`config.mk`:
```
export PLATFORM = sky130hd
export DESIGN_NAME = i2s_rx
export DESIGN_NICKNAME = d
export VERILOG_FILES = /design/src/rtl/pcm_pkg.sv /design/src/rtl/shift_register.sv /design/src/rtl/sync_edge.sv /design/src/rtl/i2s_rx.sv
export SDC_FILE = /design/constraint.sdc
export NUM_CORES = 1
export LEC_CHECK = 0
export ABC_AREA = 0
export BUFFER_PORTS_ARGS = -buffer_cell sky130_fd_sc_hd__buf_2
export CAP_MARGIN = 20
export CELL_PAD_IN_SITES_DETAIL_PLACEMENT = 2
export CELL_PAD_IN_SITES_GLOBAL_PLACEMENT = 2
export CORE_ASPECT_RATIO = 2
export CORE_UTILIZATION = 41
export CTS_BUF_LIST = sky130_fd_sc_hd__clkbuf_4 sky130_fd_sc_hd__clkbuf_8
export DETAILED_ROUTE_END_ITERATION = 10
export PLACE_DENSITY_LB_ADDON = 0.1
export SYNTH_ARGS = -nofsm -noshare
export SYNTH_HDL_FRONTEND = slang
export SYNTH_SLANG_ARGS = --single-unit
```
`constraint.sdc`:
```
create_clock -name i_clk -period 4.3 [get_ports i_clk]
set_input_delay 0.86 -clock i_clk [delete_from_list [all_inputs] [get_ports i_clk]]
set_output_delay 0.86 -clock i_clk [all_outputs]
set_load 0.05 [all_outputs]
```
`src/rtl/pcm_pkg.sv`:
```
// rtl/pcm_pkg.sv - shared PCM constants, channel encoding and receiver state encoding
package pcm_pkg;

  localparam int PCM_WIDTH = 24;

  localparam logic CH_LEFT  = 1'b0;
  localparam logic CH_RIGHT = 1'b1;

  typedef enum logic [1:0] {
    SYNC_WAIT = 2'd0,
    SKIP      = 2'd1,
    SHIFT     = 2'd2,
    HOLD      = 2'd3
  } rx_state_t;

endpackage

```
`src/rtl/shift_register.sv`:
```
// rtl/shift_register.sv - serial-in parallel-out shift register, MSB first, with parallel load
module shift_register #(
  parameter int WIDTH = 24
) (
  input  logic             i_clk,
  input  logic             i_rst_n,
  input  logic             i_sdata,
  input  logic             i_shift,
  input  logic             i_load,
  input  logic [WIDTH-1:0] i_data,
  output logic [WIDTH-1:0] o_data
);

  always_ff @(posedge i_clk or negedge i_rst_n) begin
    if (!i_rst_n) begin
      o_data <= '0;
    end else if (i_load) begin
      o_data <= i_data;
    end else if (i_shift) begin
      o_data <= {o_data[WIDTH-2:0], i_sdata};
    end
  end

endmodule

```
`src/rtl/sync_edge.sv`:
```
// rtl/sync_edge.sv - N-stage input synchroniser with registered rising- and any-edge pulses
module sync_edge #(
  parameter int STAGES = 2
) (
  input  logic i_clk,
  input  logic i_rst_n,
  input  logic i_d,
  output logic o_q,
  output logic o_rise,
  output logic o_edge
);

  logic [STAGES-1:0] chain;
  logic              prev;

  // o_q is the delayed copy so level and edge pulses line up on the same cycle
  always_ff @(posedge i_clk or negedge i_rst_n) begin
    if (!i_rst_n) begin
      chain  <= '0;
      prev   <= 1'b0;
      o_rise <= 1'b0;
      o_edge <= 1'b0;
    end else begin
      chain  <= {chain[STAGES-2:0], i_d};
      prev   <= chain[STAGES-1];
      o_rise <= chain[STAGES-1] & ~prev;
      o_edge <= chain[STAGES-1] ^ prev;
    end
  end

  assign o_q = prev;

endmodule

```
`src/rtl/i2s_rx.sv`:
```
// rtl/i2s_rx.sv - I2S / left-justified serial PCM receiver, oversampled on i_clk
module i2s_rx
  import pcm_pkg::*;
#(
  parameter int WIDTH       = PCM_WIDTH,
  parameter int DELAY       = 1,
  parameter int SYNC_STAGES = 2
) (
  input  logic             i_clk,
  input  logic             i_rst_n,
  input  logic             i_bck,
  input  logic             i_lrck,
  input  logic             i_sdata,
  output logic [WIDTH-1:0] o_left,
  output logic [WIDTH-1:0] o_right,
  output logic             o_valid,
  output logic             o_frame_err,
  output logic             o_locked
);

  localparam int CW = $clog2(WIDTH + 1);
  localparam int SW = (DELAY > 2) ? $clog2(DELAY - 1) : 1;
  localparam logic [CW-1:0] LAST_BIT  = CW'(WIDTH - 1);
  localparam logic [CW-1:0] FULL      = CW'(WIDTH);
  localparam logic [SW-1:0] SKIP_INIT = SW'((DELAY > 1) ? DELAY - 2 : 0);

  logic             tick;
  logic             bck_s;
  logic             bck_edge;
  logic             lrck_s;
  logic             lrck_rise;
  logic             lrck_edge;
  logic             sdata_s;
  logic [SYNC_STAGES:0] sd_chain;
  logic             unused_sync;

  rx_state_t        state;
  logic [CW-1:0]    bit_ctr;
  logic [SW-1:0]    skip_ctr;
  logic             lrck_last;
  logic             lr_change;
  logic             cur_ch;
  logic             word_done;
  logic             word_ch;
  logic             short_err;
  logic             shift_en;
  logic [WIDTH-1:0] sr_q;
  logic [WIDTH-1:0] left_hold;
  logic             left_ok;

  sync_edge #(.STAGES(SYNC_STAGES)) u_bck_sync (
    .i_clk   (i_clk),
    .i_rst_n (i_rst_n),
    .i_d     (i_bck),
    .o_q     (bck_s),
    .o_rise  (tick),
    .o_edge  (bck_edge)
  );

  sync_edge #(.STAGES(SYNC_STAGES)) u_lrck_sync (
    .i_clk   (i_clk),
    .i_rst_n (i_rst_n),
    .i_d     (i_lrck),
    .o_q     (lrck_s),
    .o_rise  (lrck_rise),
    .o_edge  (lrck_edge)
  );

  assign unused_sync = ^{bck_s, bck_edge, lrck_rise, lrck_edge};

  // One extra stage keeps sdata aligned with the registered bck tick
  always_ff @(posedge i_clk or negedge i_rst_n) begin
    if (!i_rst_n) begin
      sd_chain <= '0;
    end else begin
      sd_chain <= {sd_chain[SYNC_STAGES-1:0], i_sdata};
    end
  end

  assign sdata_s   = sd_chain[SYNC_STAGES];
  assign lr_change = tick && (lrck_s != lrck_last);

  // With DELAY=0 the change tick itself carries the MSB of the new word
  assign shift_en = tick && (((state == SHIFT) && !lr_change) || ((DELAY == 0) && lr_change));

  shift_register #(.WIDTH(WIDTH)) u_deser (
    .i_clk   (i_clk),
    .i_rst_n (i_rst_n),
    .i_sdata (sdata_s),
    .i_shift (shift_en),
    .i_load  (1'b0),
    .i_data  ({WIDTH{1'b0}}),
    .o_data  (sr_q)
  );

  always_ff @(posedge i_clk or negedge i_rst_n) begin
    if (!i_rst_n) begin
      state     <= SYNC_WAIT;
      bit_ctr   <= '0;
      skip_ctr  <= '0;
      lrck_last <= 1'b0;
      cur_ch    <= CH_LEFT;
      word_done <= 1'b0;
      word_ch   <= CH_LEFT;
      short_err <= 1'b0;
      o_locked  <= 1'b0;
    end else begin
      word_done <= 1'b0;
      short_err <= 1'b0;
      if (tick) begin
        lrck_last <= lrck_s;
      end
      if (lr_change) begin
        o_locked  <= 1'b1;
        cur_ch    <= lrck_s;
        short_err <= (state == SKIP) || (state == SHIFT);
        if (DELAY == 0) begin
          state   <= SHIFT;
          bit_ctr <= CW'(1);
        end else if (DELAY == 1) begin
          state   <= SHIFT;
          bit_ctr <= '0;
        end else begin
          state    <= SKIP;
          skip_ctr <= SKIP_INIT;
          bit_ctr  <= '0;
        end
      end else if (tick) begin
        case (state)
          SKIP: begin
            if (skip_ctr == '0) begin
              state <= SHIFT;
            end else begin
              skip_ctr <= skip_ctr - SW'(1);
            end
          end
          SHIFT: begin
            if (bit_ctr == LAST_BIT) begin
              bit_ctr   <= FULL;
              word_done <= 1'b1;
              word_ch   <= cur_ch;
              state     <= HOLD;
            end else begin
              bit_ctr <= bit_ctr + CW'(1);
            end
          end
          default: begin
          end
        endcase
      end
    end
  end

  // Word is read from the shift register the cycle after its last bit lands
  always_ff @(posedge i_clk or negedge i_rst_n) begin
    if (!i_rst_n) begin
      left_hold   <= '0;
      left_ok     <= 1'b0;
      o_left      <= '0;
      o_right     <= '0;
      o_valid     <= 1'b0;
      o_frame_err <= 1'b0;
    end else begin
      o_valid     <= 1'b0;
      o_frame_err <= short_err;
      if (word_done) begin
        if (word_ch == CH_LEFT) begin
          left_hold <= sr_q;
          left_ok   <= 1'b1;
        end else if (left_ok) begin
          o_left  <= left_hold;
          o_right <= sr_q;
          o_valid <= 1'b1;
          left_ok <= 1'b0;
        end else begin
          o_frame_err <= 1'b1;
        end
      end
    end
  end

endmodule
```
### Yosys cells after proc, flatten, opt, wreduce, memory -nomap -nowiden

Index checks and enable logic that the tools add are counted.

| cells by class | value |
|---|---|
| add/subtract/negate cells | 2 |
| equality and inequality tests | 6 |
| muxes and demuxes | 22 |
| bitwise operators | 4 |
| reductions and logical operators | 14 |

Operator list:

| kind | count |
|---|---|
| two-way mux 5 bit | 4 |
| two-way mux 1 bit | 13 |
| two-way mux 2 bit | 4 |
| AND reduction 4 bit | 2 |
| AND reduction 3 bit | 2 |
| adder 5 x 1 -> 5 bit (second input constant) | 1 |
| equality test 5 bit (second input constant) | 1 |
| one-hot mux 2 bit (2 select lines) | 1 |
| AND reduction 2 bit | 2 |
| nonzero test 2 bit | 2 |
| logical AND 1 bit | 3 |
| inequality test 3 x 2 -> 1 bit (second input constant) | 1 |
| inequality test 3 bit (second input constant) | 1 |
| NOT 1 bit | 3 |
| nonzero test 3 bit | 1 |
| equality test 2 x 1 -> 1 bit (second input constant) | 1 |
| equality test 2 bit (second input constant) | 1 |
| AND 1 bit | 1 |
| logical NOT 1 bit | 1 |
| logical OR 1 bit | 1 |
| inequality test 1 bit | 1 |
| subtractor 1 bit (second input constant) | 1 |

| storage, ports and cells | value |
|---|---|
| bits in registers | 123 |
| input port bits | 5 |
| output and inout port bits | 51 |
| word-level logic and storage cells | 70 |

### Logic depth before layout (Yosys ltp)

| logic depth | value |
|---|---|
| depth after elaboration | 5 |
| mapped depth | 6 |
| gate-level depth less buffers | 5 |

### Hierarchy

Synthesis repeated with hierarchy kept, for this count alone.

| second synthesis, totals | value |
|---|---|
| cell total of the unflattened synthesis | 342 |
| area, all modules | 4916.0 sq um |

By module, submodules not included:

| module | instances | cells an instance | area an instance (sq um) | sequential area each (sq um) |
|---|---|---|---|---|
| i2s_rx | 1 | 222 | 3498.4 | 2277.2 |
| shift_register | 1 | 104 | 1127.3 | 600.6 |
| sync_edge | 2 | 8 | 145.1 | 125.1 |

### Least setup slack after synthesis

OpenSTA, ideal clock, no wires.

| timing | value |
|---|---|
| path kind | register to register |
| from | reg state[0] |
| to | reg u_deser.o_data[15] |
| setup time | 125 ps |
| data arrival time | 1520 ps |
| required time | 4175 ps |
| slack | 2655 ps |
| stages on the path, launching flop included | 7 |
| buffers on the path | 1 |
| period minus slack after synthesis | 1645 ps |
| path through | dfrtp_1 inv_1 ha_1 nand2_2 nor2_4 buf_8 mux2_4 |

| on the way | value |
|---|---|
| longest elaborated chain between the ends | 3 |

Ends and longest elaborated chain:

| item | RTL line | text |
|---|---|---|
| start: declaration | i2s_rx.sv:37 | `rx_state_t state;` |
| start signal: assignment | i2s_rx.sv:98 | `state <= SYNC_WAIT;` |
| start signal: assignment | i2s_rx.sv:118 | `state <= SHIFT;` |
| start signal: assignment | i2s_rx.sv:121 | `state <= SHIFT;` |
| equality test 2 bit | i2s_rx.sv:84 | `assign shift_en = tick && (((state == SHIFT) && !lr_change) \|\| ((DELAY == 0) && lr_change));` |
| logical AND 1 bit (2 in a row) | i2s_rx.sv:84 |  |
| end signal: assignment | shift_register.sv:18 | `o_data <= i_data;` |
| end signal: assignment | shift_register.sv:20 | `o_data <= {o_data[WIDTH-2:0], i_sdata};` |
| end: declaration | shift_register.sv:11 | `output logic [WIDTH-1:0] o_data` |

No other way between the ends.
A chain may end at the register's enable or synchronous reset.

### Worst setup path in the final report

| timing | value |
|---|---|
| from | reg state[0] |
| to | reg u_deser.o_data[4] |

The elaborated chain is that of the path after synthesis.

==> run summary <==
GRT
------------------------------------------------------------------------------------
Via count of the first global-routing pass                                     2,910
Maximum number of pins on one net before global-route repair                      75
Antenna violations before repair                                                   0
Gr ovfl total                                                                      0
First-pass GRT wire length                                                 15,300 um
Tot GR Track Use                                                               17.3%

CLOCK TREE
------------------------------------------------------------------------------------
Clock H-tree levels                                                                4
Clock tree root buffer cell                                             sky130_fd_sc_hd__clkbuf_8
CTS clk-pin slew, worst paths                                                0.07 ns
Clock network latency to the later pin of the worst-skew pair                0.43 ns
Number of buffers inserted during clock tree synthesis                            17
Postcts setup bufs                                                                 0
Longest Clk Path Bufs                                                              2
Sink Count                                                                       122
TritonCTS clock tree                                                            done
CTS-repair resized insts                                                           0
Hold buffer count at CTS                                                           0

CELLS AND AREA
------------------------------------------------------------------------------------
Layout Nets                                                                      356
Non-filler instance count after layout                                           500
Final core utilization                                                         49.4%
Fraction of final layout cells with drive strength greater than 1              53.9%
ANT cells                                                                          0
Signed area change from the synthesized netlist to the final layout            16.3%
Fill cell total of the finished layout                                         1,026
Cell area after layout                                                     5440 um^2

WORST SETUP PATH
------------------------------------------------------------------------------------
Crit-path cells                                                         inv_1, ha_1, nand2_2, nor2_4, mux2_2
Cell with the largest stage delay on the worst path                     sky130_fd_sc_hd__nor2_4
R2r startpoint                                                              state[0]
Startpoint-to-endpoint class of the critical path                       register to register
Highest fanout seen on the critical path                                          26
Crit Reg-Reg Endpoint                                                   u_deser.o_data[4]
Launching element type of the critical path                                 register
Start point of the critical path                                            state[0]
Worst reg2reg setup slack                                                    2.09 ns
Critical Path AT                                                             2.51 ns
Category of the worst setup path capture point                              register
Highest cell delay on the worst timing path                                  0.72 ns
R2r worst-path depth                                                               5
Worst EP required                                                            4.61 ns

OUTCOME
------------------------------------------------------------------------------------
Status                                                                  finished, final reports clean

DIE
------------------------------------------------------------------------------------
DIE AREA                                                                 11,900 um^2
Width of the die                                                             77.5 um
Area of the core                                                         11,000 um^2
Cell Rows                                                                         54
Die height                                                                    153 um
Initial Utilization                                                            42.4%
Top-Level Pins                                                                    56

TIMING
------------------------------------------------------------------------------------
Total count of max-transition violations in the final report                       0
Fmax achieved                                                                453 MHz
Slew margin rel.                                                               36.5%
Worst-Margin Slew                                                           0.953 ns
Final setup violation count                                                        0
Hold Fails Final Rpt                                                               0
Setup repair after global routing missed its margin                               no
Post-route setup TNS                                                            0 ns
Post-layout min period                                                       2.21 ns
Worst-case clock skew                                                     0.00998 ns
Fraction of the cycle the final worst path needs                               51.4%

YOSYS
------------------------------------------------------------------------------------
YS warnings                                                                        0
Netlist area before placement                                              4670 um^2
Asr flop ratio synth                                                            100%
Synthesized area per cell                                                  16.6 um^2
Post-synthesis sequential area ratio                                           65.3%
Library cells used by synthesis                                                   35
Top FF cell, synth                                                      sky130_fd_sc_hd__dfrtp_1
Number of enable flip-flop cells after synthesis                                   0
Number of standard cells after synthesis                                         281
Post-Synthesis Net Count                                                         289
Flop and latch count out of synthesis                                            122

WORST HOLD PATH
------------------------------------------------------------------------------------
Worst Hold Class                                                        register to register
Hold Path End                                                           u_lrck_sync.o_q
Hold path cells                                                                    0
Start point of the worst min-delay path                                 u_lrck_sync.chain[1]

PWR
------------------------------------------------------------------------------------
Power per Cell Area                                                      426 nW/um^2
Int Power                                                                    1.78 mW
Switching part of the total power                                              23.4%
Net Switching                                                               0.542 mW
Total power                                                                  2.32 mW
VDD IR max                                                                  0.258 mV
Sequential group share of total power                                          54.2%
Leak Pwr                                                                     2.92 nW
Combinational share of power                                                    5.4%
Clock share of power                                                           40.5%

PLACED DESIGN
------------------------------------------------------------------------------------
DP Cell Count                                                                    469
Number of port buffers                                                            55
Detailed-placement wirelength estimate                                       5960 um
Weighted congestion at the end of routability-driven global placement          0.688
Standard cell area after detailed placement                                5070 um^2

DRT
------------------------------------------------------------------------------------
DR DRC count                                                                       0
Final Routed Wirelength                                                      8930 um
Vias per std cell                                                               5.09
Average wire per standard cell                                               17.9 um
Drt pass-1 iters                                                                   4
Total via count in the routed design                                           2,545
1st-iter DRT viols                                                                82
Number of nets with antenna violations after detailed routing                      0

RUN
------------------------------------------------------------------------------------
Max-cap check violation count                                                      0

==> worst max-delay path by stage <==
stage	endpoint	slack, ns	cells past startpoint
3_5_place_dp	u_deser.o_data[4]	2.06	5
4_1_cts	u_deser.o_data[4]	2.05	5
3_3_place_gp	u_deser.o_data[1]	2.15	5
2_1_floorplan	u_deser.o_data[15]	2.66	6
6_report	u_deser.o_data[4]	2.09	5
5_1_grt	u_deser.o_data[4]	1.93	5
==> Yosys cell counts, drive strengths merged (2+ instances only) <==
library cell	instances	area [um^2]
o21ai	6	30.0
mux2	98	1170
nand2	5	21.3
a211oi	2	15.0
a32o	2	20.0
mux2i	2	20.0
ha	3	37.5
buf	11	92.6
a21o	3	22.5
dfrtp	122	3050
inv	6	22.5
nor2b	3	18.8
nor2	3	21.3
==> cells in the final DEF (no fill, tap or decap), types with 2 or more instances in the layout <==
cell and instances:
sky130_fd_sc_hd__ha_1 3, sky130_fd_sc_hd__a21o_1 3, sky130_fd_sc_hd__buf_2 54, sky130_fd_sc_hd__mux2_2 80
sky130_fd_sc_hd__o21ai_0 6, sky130_fd_sc_hd__mux2i_1 2, sky130_fd_sc_hd__clkbuf_8 20, sky130_fd_sc_hd__clkinv_2 5
sky130_fd_sc_hd__a32o_1 2, sky130_fd_sc_hd__clkbuf_4 3, sky130_fd_sc_hd__nand2_1 4, sky130_fd_sc_hd__dfrtp_1 122
sky130_fd_sc_hd__clkinvlp_4 2, sky130_fd_sc_hd__a211oi_1 2, sky130_fd_sc_hd__buf_4 5, sky130_fd_sc_hd__mux2_4 18
sky130_fd_sc_hd__inv_1 6, sky130_fd_sc_hd__nor2b_1 3
==> worst max-delay path, delay by kind of cell (launching register included) <==
family	cells	cell delay (ns)
DFF	1	0.40
muxes	1	0.41
adders and majority gates	1	0.30
buffers and inverters	1	0.09
and+or+nand+nor	2	0.87
==> state kept, by name, summed over array words and instances (netlist names), 2 cells and up <==
name               flops
left_hold             24
o_left                24
o_right               24
u_deser.o_data        24
bit_ctr                5
sd_chain               3
state                  2
u_bck_sync.chain       2
u_lrck_sync.chain      2
==> per-stage QoR <==
stage,setup WS [ns],hold slack (ns)
floorplan,2.66,0.331
global placement,2.15,0.336
detailed placement,2.06,0.342
CTS,2.05,0.356
global route,1.93,0.358
finish,2.09,0.352
==> area by class of cell <==
type / count / area, um^2 / area share, %
Clock buffer: 23 / 298 / 5.48
Clock inverter: 8 / 70.1 / 1.29
Inverter: 6 / 22.5 / 0.414
Multi-Input combinational cell: 142 / 1510 / 27.8
Sequential cell: 122 / 3050 / 56.1
Tap cell: 140 / 175 / 3.22
Timing Repair Buffer: 59 / 308 / 5.66
==> kinds of logic (layout without fill, tap and decap cells) <==
kind of cell | after synthesis | count (layout) | share of synthesized area, %
simple gates | 21 | 21 | 3.08
fa+ha+maj | 3 | 3 | 0.803
compound gates | 17 | 17 | 2.52
buf+inv | 17 | 96 | 2.46
xor+xnor | 1 | 1 | 0.348
flops | 122 | 122 | 65.3
mux | 100 | 100 | 25.5
==> power by group through the flow <==
stage / Clock (mW) / Combinational (mW) / Sequential [mW]
after detailed placement: 0 / 0.129 / 1.28
after floorplan: 0 / 0.0963 / 1.26
after global routing: 1.02 / 0.140 / 1.27
after CTS: 0.973 / 0.130 / 1.26
after global placement: 0 / 0.123 / 1.28
final: 0.938 / 0.125 / 1.26
==> routing by layer <==
layer	GRT usage, %	vias to the layer above	wire length (um)
li1	-	1124	-
met1	18.5	1353	3350
met2	30.8	50	5120
met3	4.90	18	264
met4	7.91	0	201
met5	0	-	0
Power figures use the tool's default switching activity.
